## config.mk

```make
export PLATFORM = sky130hd
export DESIGN_NAME = hazard_ctrl
export DESIGN_NICKNAME = d
export VERILOG_FILES = /design/src/rtl/hazard_ctrl.sv
export SDC_FILE = /design/constraint.sdc
export NUM_CORES = 1
export LEC_CHECK = 0
export ABC_AREA = 1
export ABC_CLOCK_PERIOD_IN_PS = 2330
export CAP_MARGIN = 20
export CORE_MARGIN = 8
export CORE_UTILIZATION = 50
export DETAILED_ROUTE_END_ITERATION = 7
export DONT_BUFFER_PORTS = 1
export GPL_TIMING_DRIVEN = 0
export PLACE_DENSITY = 0.77
export REMOVE_ABC_BUFFERS = 1
export SKIP_CTS_REPAIR_TIMING = 1
export SLEW_MARGIN = 5
export SYNTH_ARGS = -nofsm -noshare
export SYNTH_HDL_FRONTEND = slang
export SYNTH_SLANG_ARGS = --single-unit
export TNS_END_PERCENT = 50
```

## constraint.sdc

```tcl
create_clock -name clk -period 2.33 [get_ports clk]
set_clock_uncertainty 0.05 [all_clocks]
set_input_delay 0.699 -clock clk [delete_from_list [all_inputs] [get_ports clk]]
set_output_delay 0.699 -clock clk [all_outputs]
set_load 0.005 [all_outputs]
```

## src/rtl/hazard_ctrl.sv

```systemverilog
`default_nettype none
// ============================================================================
// Module   : hazard_ctrl
// Brief    : Load-use stall / taken-branch flush controller for the in-order
//            core. Optional statistics counters: define HAZARD_STATS_EN.
// Revision : 1.0 - initial release
// ============================================================================
module hazard_ctrl #(
   parameter int REG_AW   = 5,
   parameter int LOAD_LAT = 1,
   parameter int BR_PEN   = 1,
   parameter int CNT_W    = 16
) (
   input  logic              clk,
   input  logic              rst,
   input  logic [REG_AW-1:0] id_rs,
   input  logic [REG_AW-1:0] id_rt,
   input  logic [REG_AW-1:0] ex_rd,
   input  logic              ex_memread,
   input  logic              ex_pcsrc,
   output logic              pc_en,
   output logic              ifid_en,
   output logic              ifid_flush,
   output logic              idex_bubble,
   output logic              busy,
   output logic [CNT_W-1:0]  stall_cnt,
   output logic [CNT_W-1:0]  flush_cnt
);

   typedef enum logic [1:0] {
      S_RUN   = 2'd0,
      S_STALL = 2'd1,
      S_FLUSH = 2'd2
   } state_t;

   // rem counts the extra cycles after the one spent leaving RUN
   localparam int         C_LR        = (LOAD_LAT > 1) ? LOAD_LAT - 2 : 0;
   localparam int         C_BR        = (BR_PEN > 1) ? BR_PEN - 2 : 0;
   localparam logic [3:0] C_LOAD_REM  = C_LR[3:0];
   localparam logic [3:0] C_BR_REM    = C_BR[3:0];
   localparam bit         C_LOAD_MULT = (LOAD_LAT > 1);
   localparam bit         C_BR_MULT   = (BR_PEN > 1);

   state_t     r_state;
   state_t     w_state_nxt;
   logic [3:0] r_rem;
   logic [3:0] w_rem_nxt;
   logic       w_lu_hit;
   logic       w_stall_raw;
   logic       w_flush_raw;
   logic       w_stall;
   logic       w_flush;

   assign w_lu_hit = ex_memread && (ex_rd != '0) &&
                     ((ex_rd == id_rs) || (ex_rd == id_rt));

   always_ff @(posedge clk or negedge rst) begin
      if (!rst) begin
         r_state <= S_RUN;
         r_rem   <= 4'd0;
      end else begin
         r_state <= w_state_nxt;
         r_rem   <= w_rem_nxt;
      end
   end

   always_comb begin
      w_state_nxt = r_state;
      w_rem_nxt   = r_rem;
      w_stall_raw = 1'b0;
      w_flush_raw = 1'b0;
      case (r_state)
         S_RUN: begin
            if (ex_pcsrc) begin
               w_flush_raw = 1'b1;
               if (C_BR_MULT) begin
                  w_state_nxt = S_FLUSH;
                  w_rem_nxt   = C_BR_REM;
               end
            end else if (w_lu_hit) begin
               w_stall_raw = 1'b1;
               if (C_LOAD_MULT) begin
                  w_state_nxt = S_STALL;
                  w_rem_nxt   = C_LOAD_REM;
               end
            end
         end
         S_STALL: begin
            // the ID instruction is on the wrong path, so the branch wins
            if (ex_pcsrc) begin
               w_flush_raw = 1'b1;
               if (C_BR_MULT) begin
                  w_state_nxt = S_FLUSH;
                  w_rem_nxt   = C_BR_REM;
               end else begin
                  w_state_nxt = S_RUN;
                  w_rem_nxt   = 4'd0;
               end
            end else begin
               w_stall_raw = 1'b1;
               if (r_rem == 4'd0) w_state_nxt = S_RUN;
               else               w_rem_nxt   = r_rem - 4'd1;
            end
         end
         S_FLUSH: begin
            w_flush_raw = 1'b1;
            if (r_rem == 4'd0) w_state_nxt = S_RUN;
            else               w_rem_nxt   = r_rem - 4'd1;
         end
         default: begin
            w_state_nxt = S_RUN;
            w_rem_nxt   = 4'd0;
         end
      endcase
   end

   // reset must force idle controls even while the inputs still show events
   assign w_stall     = w_stall_raw && rst;
   assign w_flush     = w_flush_raw && rst;

   assign pc_en       = !w_stall;
   assign ifid_en     = !w_stall;
   assign ifid_flush  = w_flush;
   assign idex_bubble = w_stall || w_flush;
   assign busy        = (r_state != S_RUN);

`ifdef HAZARD_STATS_EN
   logic [CNT_W-1:0] r_stall_cnt;
   logic [CNT_W-1:0] r_flush_cnt;

   always_ff @(posedge clk or negedge rst) begin
      if (!rst) begin
         r_stall_cnt <= '0;
         r_flush_cnt <= '0;
      end else begin
         if (w_stall && !(&r_stall_cnt)) r_stall_cnt <= r_stall_cnt + 1'b1;
         if (w_flush && !(&r_flush_cnt)) r_flush_cnt <= r_flush_cnt + 1'b1;
      end
   end

   assign stall_cnt = r_stall_cnt;
   assign flush_cnt = r_flush_cnt;
`else
   assign stall_cnt = '0;
   assign flush_cnt = '0;
`endif

endmodule
`default_nettype wire

```

==> results.yml <==
outcome:
  status: "finished, final reports clean"
sta:
  min_period_ns: 2.15
  fmax_mhz: 464
  tns_ns: 0
  period_share_pct: 92.4
  maxSlewViolCount: 0
  hold_viol_final: 0
  finalSetupViolations: 0
  grt_setup_unrepaired: "no"
floorplanning:
  dieArea_um2: 3240
  die_h_um: 56.9
  ios: 56
  fp-row-count: 14
  die_w_um: 56.9
  core_um2: 1540
  start_util_pct: 54.2
finish:
  nNetsFinal: 159
  fillCellCount: 171
  design_area_um2: 749
  drive_above_1_share_pct: 5.22
  diodes: 0
  areaGrowthSynthToFinish_pct: -10.3
route:
  drt_pass1_iterations: 4
  vias: 620
  post_drt_wl_per_cell_um: 10.5
  routed_wl_um: 1570
  drc: 0
  viasPerCell: 4.13
  drtAntennaViolNets: 0
  drt_iter0_drc: 11
setup_path:
  r2r_setup_slack_ns: 0.92
  reg2reg_to: "r_rem[2]"
  crit_required_ns: 1.58
  crit_arrival_ns: 1.40
  path_buf_inv: 2
  critPathKind: "reg2out"
  cp_top_family: "flip-flops"
  slowest_stage: "dfrtp_1"
  worstReg2RegStart: "r_state[1]"
  crit_path_cell_trace: "inv_1, ha_2, nand3_1, inv_1, nand2_1, nand2_1, nand2_2, nand2_2"
  endpoint_kind: "output pin"
  critPathMaxStageDelay_ns: 0.39
  setup.worst_path.start: "r_state[0]"
  critPathMaxFanout: 6
  worst_setup_path_start_kind: "flop"
  reg2reg_depth: 7
  cp-endpoint: "idex_bubble"
  critical_path_depth: 8
power:
  powerDensity_nw_per_um2: 320
  p_leak_uw: 0.000494
  ir_drop_mv: 0.275
synthesis:
  synthDistinctLibCells: 16
  synth_area_per_cell_um2: 6.28
  yosys-top-cells-count: "buf_4, nand2_1, inv_1"
  synth-main-ff-cell: "dfrtp_1"
  synth_top_area_share_pct: 29.6
  synth-seq-cells: 6
  yosys_warnings: 0
  ys_seq_area_share_pct: 18.0
  synthCells: 133
  synth_edf_count: 0
  netlist_top_cells_area: "buf_4, dfrtp_1, nand2_1"
  synth_top_cell_by_area: "buf_4"
  async_reset_ff_share_pct: 100
  yosysMostFrequentCell: "buf_4"
  syn-cell-area_um2: 836
global_routing:
  globalRouteOverflowTotal: 0
  grtUsageTotal_pct: 8.87
  grt_pass1_vias: 572
  grt_max_degree: 8
  antenna_found_initial: 0
  grt_pass1_wl_um: 2470
worst_hold_path:
  hp-class: "in2async"
place:
  dpl-instance-area_um2: 724
  io_buffer_count: 0
  hpwlAfterDp_um: 1420
  place_congestion: 0.712
cts:
  worstSkewPairLatency_ns: 0.24
  clkTransAtPathRegs_ns: 0.05
  clock_path_buffers: 2
  cts_sinks: 6
  numCtsBuffers: 3
  htreeDepth: 1
  cts-root-buf: "clkbuf_4"
  cts_tree: "yes"
run:
  max_cap_viol_count: 0
-- state kept, by name (all words and copies together) (netlist names) --
name and count:
r_state 2, r_rem 4
-- worst min path at each step --
stage / to / cells after the start / from / slack, ns
after global routing: r_rem[3] / 0 / rst / 0.09
after detailed placement: r_rem[0] / 0 / rst / 0.35
after floorplan: r_rem[0] / 0 / rst / 0.35
final: r_rem[0] / 0 / rst / 0.10
after global placement: r_rem[0] / 0 / rst / 0.35
after CTS: r_rem[0] / 0 / rst / 0.09
-- worst register-to-register path, stage by stage, from the launching register on --
cell and delay [ns]:
dfrtp_1 0.37, inv_1 0.09, ha_1 0.18, inv_1 0.06
nor2_1 0.04, o21a_1 0.21, a21oi_1 0.22, nor2_1 0.07
-- kinds of logic (layout without fill, tap and decap cells) --
family	Yosys count	after routing	share of synthesized area [%]
and+or+nand+nor	54	54	25.9
adders and majority gates	4	4	5.99
buffers and inverters	58	28	40.9
DFF	6	6	18.0
xor gates and xnor gates	5	5	5.24
other	1	32	0.449
AOI/OAI and AO/OA	5	5	3.59
-- power breakdown --
group | total, µW | switching (µW) | internal (µW) | leakage (µW)
clock network | 91.1 | 33.1 | 58.0 | 0.0000138
logic | 44.3 | 30.3 | 14.0 | 0.000401
registers | 105 | 0 | 105 | 0.0000786
total | 240 | 63.4 | 177 | 0.000494
-- routing by layer --
layer	up-vias	track usage, %	share of wire (%)
met2	33	15.5	50
met1	260	8.01	31
met4	0	2.01	0
li1	327	-	-
met5	-	0	0
met3	0	6.52	19
-- cell usage in the layout, fill, tap and decap left out --
master    count
nor3_1        3
xor2_1        3
ha_1          3
a21oi_1       2
dfrtp_1       6
nand2_1      29
inv_1        24
nand2_2       2
nor2_1       16
ha_2          1
nand3_1       4
o22ai_1       2
clkbuf_4      3
o21a_1        1
conb_1       32
inv_2         1
xnor2_1       2
-- through the flow --
| stage | util, % | power, µW | std cells | setup slack [ns] | hold WS [ns] |
|---|---|---|---|---|---|
| finish | 48.6 | 240 | 150 | 0.176 | 0.104 |
| global route | 48.6 | 261 | 150 | 0.0442 | 0.0855 |
| CTS | 48.5 | 243 | 150 | 0.0986 | 0.0922 |
| detailed placement | 47.0 | 148 | 147 | 0.193 | 0.354 |
| global placement | 47.0 | 147 | 147 | 0.202 | 0.354 |
| floorplan | - | 144 | 131 | 0.306 | 0.353 |
-- cell type report --
type                       instances  area (µm²)  area share (%)
multi-input combinational        100         463            61.8
tap                               16        20.0            2.67
clock buffer                       3        22.5            3.01
sequential                         6         150            20.0
inverter                          25        93.8            12.5
Note: power is estimated with default switching activity, not from simulation.
